<file path="src/rtl/write_ptr_ctrl.sv">
// Write-side pointer controller for an asynchronous FIFO.
// Keeps the binary and Gray write pointers and produces full, almost-full
// and free-count flags against a read pointer already synchronized into
// write_clk.
// Optional feature: define WRITE_OVERFLOW_FLAG_EN to add a sticky overflow
// flag (write_overflow) with its clear input (write_overflow_clr).
//
// Handshake: write_incr is the request. write_accept = write_incr & ~write_full
// is the RAM write enable. The pointer advances on exactly those edges where
// write_accept is 1. A request made while full is dropped, not stalled.
module write_ptr_ctrl #(
  parameter int address_size       = 4,
  parameter int almost_full_margin = 2
) (
  input  logic                    write_clk,
  input  logic                    wreset_n,
  input  logic                    write_incr,
  input  logic [address_size:0]   read_pointer_gray_s,
  output logic [address_size:0]   write_pointer_gray,
  output logic [address_size:0]   write_pointer,
  output logic [address_size-1:0] write_address,
  output logic                    write_full,
  output logic                    write_almost_full,
  output logic [address_size:0]   write_free_count,
  output logic                    write_accept
`ifdef WRITE_OVERFLOW_FLAG_EN
  ,
  input  logic                    write_overflow_clr,
  output logic                    write_overflow
`endif
);

  localparam logic [address_size:0] depth_v  = {1'b1, {address_size{1'b0}}};
  localparam logic [address_size:0] margin_v = (address_size + 1)'(almost_full_margin);

  logic [address_size:0] rbin;
  logic [address_size:0] bin_next;
  logic [address_size:0] gray_next;
  logic [address_size:0] rgray_full;
  logic [address_size:0] free_next;
  logic                  full_next;
  logic                  almost_next;

  assign write_accept  = write_incr & ~write_full;
  assign write_address = write_pointer[address_size-1:0];

  // Gray-to-binary of the synchronized read pointer: MSB copied, XOR cascade down.
  always_comb begin
    rbin               = '0;
    rbin[address_size] = read_pointer_gray_s[address_size];
    for (int i = address_size - 1; i >= 0; i--) begin
      rbin[i] = rbin[i+1] ^ read_pointer_gray_s[i];
    end
  end

  // Next pointer values and the flags they imply, all from the post-write pointer.
  always_comb begin
    bin_next    = write_pointer + {{address_size{1'b0}}, write_accept};
    gray_next   = (bin_next >> 1) ^ bin_next;
    // Full when the write pointer is one lap ahead: in Gray this is the read
    // pointer with its top two bits inverted.
    rgray_full  = {~read_pointer_gray_s[address_size:address_size-1],
                   read_pointer_gray_s[address_size-2:0]};
    full_next   = (gray_next == rgray_full);
    // Occupancy uses modulo-2^(address_size+1) subtraction, so wrap is free.
    free_next   = depth_v - (bin_next - rbin);
    almost_next = (free_next <= margin_v);
  end

  // Pointer and flag registers.
  always_ff @(posedge write_clk or negedge wreset_n) begin
    if (!wreset_n) begin
      write_pointer      <= '0;
      write_pointer_gray <= '0;
      write_full         <= 1'b0;
      write_almost_full  <= 1'b0;
      write_free_count   <= depth_v;
    end else begin
      write_pointer      <= bin_next;
      write_pointer_gray <= gray_next;
      write_full         <= full_next;
      write_almost_full  <= almost_next;
      write_free_count   <= free_next;
    end
  end

`ifdef WRITE_OVERFLOW_FLAG_EN
  // Sticky overflow: a dropped request sets it; set wins over clear.
  always_ff @(posedge write_clk or negedge wreset_n) begin
    if (!wreset_n) begin
      write_overflow <= 1'b0;
    end else if (write_incr & write_full) begin
      write_overflow <= 1'b1;
    end else if (write_overflow_clr) begin
      write_overflow <= 1'b0;
    end
  end
`endif

endmodule

</file>
<file path="config.mk">
export PLATFORM = sky130hd
export DESIGN_NAME = write_ptr_ctrl
export DESIGN_NICKNAME = d
export VERILOG_FILES = /design/src/rtl/write_ptr_ctrl.sv
export SDC_FILE = /design/constraint.sdc
export NUM_CORES = 1
export LEC_CHECK = 0
export CAP_MARGIN = 20
export CORE_ASPECT_RATIO = 1.25
export CORE_UTILIZATION = 30
export DETAILED_ROUTE_END_ITERATION = 12
export MAX_ROUTING_LAYER = met4
export PLACE_DENSITY = 0.52
export SYNTH_ARGS = -nofsm -noshare
export SYNTH_HDL_FRONTEND = slang
export SYNTH_SLANG_ARGS = --single-unit
export TNS_END_PERCENT = 1
</file>
<file path="constraint.sdc">
create_clock -name write_clk -period 3.36 [get_ports write_clk]
set_input_delay 0.336 -clock write_clk [delete_from_list [all_inputs] [get_ports write_clk]]
set_output_delay 0.336 -clock write_clk [all_outputs]
set_load 0.005 [all_outputs]
</file>
==> Yosys cells after proc, flatten, opt, wreduce, memory -nomap -nowiden <==
Index checks and enable logic that the tools add are counted.
Widths: inputs -> output; s select.
{ "totals": {"register_bits": 17, "romBits": 0, "latchBits": 0, "input_bits": 8, "ram_bits": 0, "memories": 0, "out_inout_bits": 22} }
{ "classes": {"mux": 0, "div_mod_pow": 0, "reduce_logical": 0, "order_cmp": 1, "eq_ne": 1, "addsub": 3, "n_shift": 0, "mul": 0, "bitwise": 8} }
{ "ops": {"columns": ["cell", "n"], "rows": [
  ["$add 5x1->5", 1],
  ["$eq 5x5->1", 1],
  ["$le 5x2->1 const B", 1],
  ["$sub 5x5->5", 1],
  ["$sub 5x5->5 const A", 1],
  ["$xor 4x5->5", 1],
  ["$xor 1x1->1", 4],
  ["$not 2->2", 1],
  ["$and 1x1->1", 1],
  ["$not 1->1", 1]
]} }

==> Depth between registers and ports, before layout <==
{ "depth": {"word_depth": 7, "depth_mapped": 12, "ltp_nobuf": 11} }

==> Worst setup path after synthesis <==
No wires, ideal clock.
{ "synth_path": {"path_type": "input to register", "startpoint": "in write_incr", "endpoint": "reg write_almost_full", "n_path_buf": 1, "arrival_ns": 2.524, "stages": 12, "setup_slack_ns": 0.725, "path_cell_list": "nor2b_1 -> ha_1 -> ha_1 -> buf_6 -> xor2_4 -> xnor2_1 -> inv_1 -> ha_1 -> a21o_1 -> a21oi_1 -> xnor2_1 -> a2111oi_2"} }
{ "synth_between": {"elab_chain_len": 5} }
{ "synth_rtl": {"columns": ["element", "line", "text"], "rows": [
  ["from (decl)", "17", "input logic write_incr,"],
  ["$and 1x1->1", "44", "assign write_accept = write_incr & ~write_full;"],
  ["$add 5x1->5", "58", "bin_next = write_pointer + {{address_size{1'b0}}, write_accept};"],
  ["named net bin_next[2]", "37", "logic [address_size:0] bin_next;"],
  ["$sub 5x5->5 (2 in a row)", "66", "free_next = depth_v - (bin_next - rbin);"],
  ["named net free_next[4]", "40", "logic [address_size:0] free_next;"],
  ["$le 5x2->1", "67", "almost_next = (free_next <= margin_v);"],
  ["named net almost_next", "42", "logic almost_next;"],
  ["to (signal assigned)", "82", "write_almost_full <= almost_next;"],
  ["to (decl)", "23", "output logic write_almost_full,"]
]} }
The timed path passes the listed nets, and every way through them passes these cells.

==> Final worst setup path <==
Same ends and word-level chain as after synthesis.

==> out/metrics.csv <==
stage,metric,value,unit
clocking,H-tree Lvls,1,
critical_path,WP data required,3.50,ns
pwr,VDD IR max,0.285,mV
global_routing,vias in the first global route,807,
clocking,CTS tree,built,
clocking,CTS Buf Count,3,
pwr,pwr/cell area,1100,mW/mm^2
global_routing,first-pass GRT wire length,3730,um
global_routing,initial antenna violation count,0,
synthesis,syn nets,125,
critical_path,family with the most delay on the worst path,adder cells,
place,PortBufs,29,
place,DP Wirelength,1640,um
sta,Slew Limit Fails,0,
critical_path,Setup crit end kind,register,
die,CORE AREA,0.00357,mm^2
clocking,post-CTS resize count,0,
clocking,clock root cell,clkbuf_8,
sta,period utilization,0.851,
sta,endpoints failing hold,0,
run_status,violated checks,DRC,
detailed_routing,"antenna viol nets, final",0,
critical_path,"Slowest-stage cell, CP",clkdlybuf4s50_1,
synthesis,cell area after synthesis,0.00114,mm^2
clocking,Sink Count,16,
global_routing,largest net degree at the start of global routing,19,
critical_path,CP arrival,3.00,ns
die,die height,71.0,um
sta,Final setup viols,0,
detailed_routing,Avg WL per Cell,12.8,um
global_routing,grt ovf,0,
sta,RSZ-0062 raised after global routing,false,
min_path,type of the most critical hold path,input port to async pin,
synthesis,Synth top cells by count,"15 x dfrtp_1, 11 x xnor2_1, 9 x inv_1",
synthesis,ys async rst share,1.00,
place,GP Congestion,0.785,
sta,Setup Total Neg Slack,0,ns
synthesis,synth top area cells,"dfrtp_1 33%, ha_1 8.8%, xnor2_1 8.4%",
critical_path,Setup CP Type,input port to register,
sta,Max Clock Freq,0.350,GHz
die,starting density of the core,0.320,
clocking,cts hold-fix bufs,0,
place,Inst Count DP,168,
detailed_routing,WL final,2200,um
synthesis,Syn Inst Count,108,
clocking,worst skew pair latency,0.25,ns
cells_and_area,ant diodes,0,
critical_path,Startpoint Class,input port,
die,IO Count,30,
die,cell row count,24,
critical_path,CP Max Fanout,2,
synthesis,"count leader, synth",dfrtp_1,
synthesis,"area leader, netlist",dfrtp_1,
die,Die ar.,0.00406,mm^2
pwr,leak pwr,0.630,nW
critical_path,sequence of cells on the critical path,"clkdlybuf4s50_1, nor2b_1, ha_1, ha_1, xor2_4, xnor2_1, inv_1, ha_1, a21o_1, a21oi_1, xnor2_1, a2111oi_2",
cells_and_area,area grow syn2layout,29.9,%
cells_and_area,layout net count,151,
critical_path,WP buf/inv,2,
synthesis,Yosys top cell area share,0.329,
run,Max Cap Viol,0,
critical_path,CP max stage delay,0.39,ns
cells_and_area,Final Non-Filler Cells,172,
sta,normalized max-slew margin,0.515,
clocking,Clock Tree Buf Depth,2,
detailed_routing,average vias per placed instance,4.78,
die,Die Wd,57.2,um
run_status,outcome,"complete, but fails checks",
clocking,clock-pin slew on the worst setup and hold paths,0.07,ns
critical_path,CP most frequent cell,ha_1,
sta,Slew @ Worst Pin,0.725,ns
synthesis,Synth Area per Inst,10.6,um^2
detailed_routing,DR iter-0 viols,26,
critical_path,internal reg-to-reg setup slack,0.69,ns
sta,clock skew,0.00315,ns
global_routing,GRT Util Overall,0.122,
detailed_routing,# DRC,2,
detailed_routing,via count,823,
synthesis,Main synth FF type,dfrtp_1,
synthesis,number of flops mapped to enable cells by yosys,0,
cells_and_area,fraction of layout cells with a size suffix above 1,0.105,
synthesis,post-synth cell types,40,
synthesis,Synth warnings,0,
sta,min Tclk post-route,2.86,ns
synthesis,flip-flop and latch count after synthesis,16,
detailed_routing,DRT Pass-1 Iters,10,
synthesis,register area share after synthesis,0.352,
clocking,post-CTS setup repair buffer count,0,
stage by stage:
step	worst slack (ns)	util	power, mW	area (um^2)	hold slack [ns]
CTS	0.472	0.415	1.65	1480	0.554
detailed placement	0.212	0.400	1.47	1430	0.658
finish	0.500	0.415	1.63	1480	0.518
floorplan	0.725	-	1.13	1140	0.0404
global route	0.224	0.415	1.79	1480	0.596
global placement	0.252	0.400	1.46	1430	0.664
state kept, by name, summed over array words and instances, names as in the netlist:
signal	count
write_almost_full	1
write_pointer	5
write_pointer_gray	4
write_free_count	5
write_full	1
layout make-up:
| cell class | count | area, um^2 |
|---|---|---|
| inverters | 9 | 33.8 |
| flip-flops and latches | 16 | 402 |
| clock buffers | 4 | 55.1 |
| repair buffers | 33 | 320 |
| multi-input cells | 71 | 624 |
| fillers | 358 | 2090 |
| well taps | 39 | 48.8 |
worst reg2reg max path, stage by stage (launching register included):
cell and delay (ns):
dfrtp_1 0.38, nor2b_1 0.15, ha_1 0.20, ha_1 0.28, xor2_4 0.10, xnor2_1 0.29
inv_1 0.09, ha_1 0.29, a21o_1 0.18, a21oi_1 0.17, xnor2_1 0.13, a2111oi_2 0.33
where the power goes:
group | internal, mW | leakage (nW) | switching [mW] | total (mW)
clock network | 0.104 | 0.0288 | 0.0669 | 0.171
logic | 0.570 | 0.411 | 0.461 | 1.03
registers | 0.305 | 0.190 | 0.126 | 0.431
total | 0.978 | 0.630 | 0.654 | 1.63
layout by cell type, fill, tap and decap left out, drive strengths merged, types with 3 or more instances in the layout:
cell	instances
nand3	5
nor3	3
buf	4
and3	3
nor2b	3
clkdlybuf4s50	29
a21oi	3
ha	8
dfrtp	15
xor2	10
clkbuf	4
inv	9
xnor2	12
kinds of logic after synthesis:
family	after synthesis	synth area share
AO/OA/AOI/OAI	18	0.122
XOR/XNOR	22	0.198
adder cells (fa/ha/maj)	9	0.105
buffers and inverters	21	0.102
flip-flops	16	0.352
AND/OR/NAND/NOR	22	0.122
path summary, 6_finish.rpt:
check	startpoint	end	depth (start not counted)
worst max-delay path	write_incr	write_almost_full	12
worst min-delay path	wreset_n	write_free_count[3]	1
worst min register to register	write_pointer[0]	write_pointer[0]	1
worst max register to register	write_full	write_almost_full	11
max in group asynchronous	wreset_n	write_pointer[1]	1
min in group write_clk	write_pointer[0]	write_pointer[0]	1
layer usage:
metal | wire, um | track usage | up-vias
li1 | - | - | 417
met1 | 1010 | 0.151 | 379
met2 | 1090 | 0.201 | 25
met3 | 71 | 0.0165 | 2
met4 | 24 | 0.0488 | 0
met5 | 0 | - | -
Note: power is estimated with default switching activity, not from simulation.
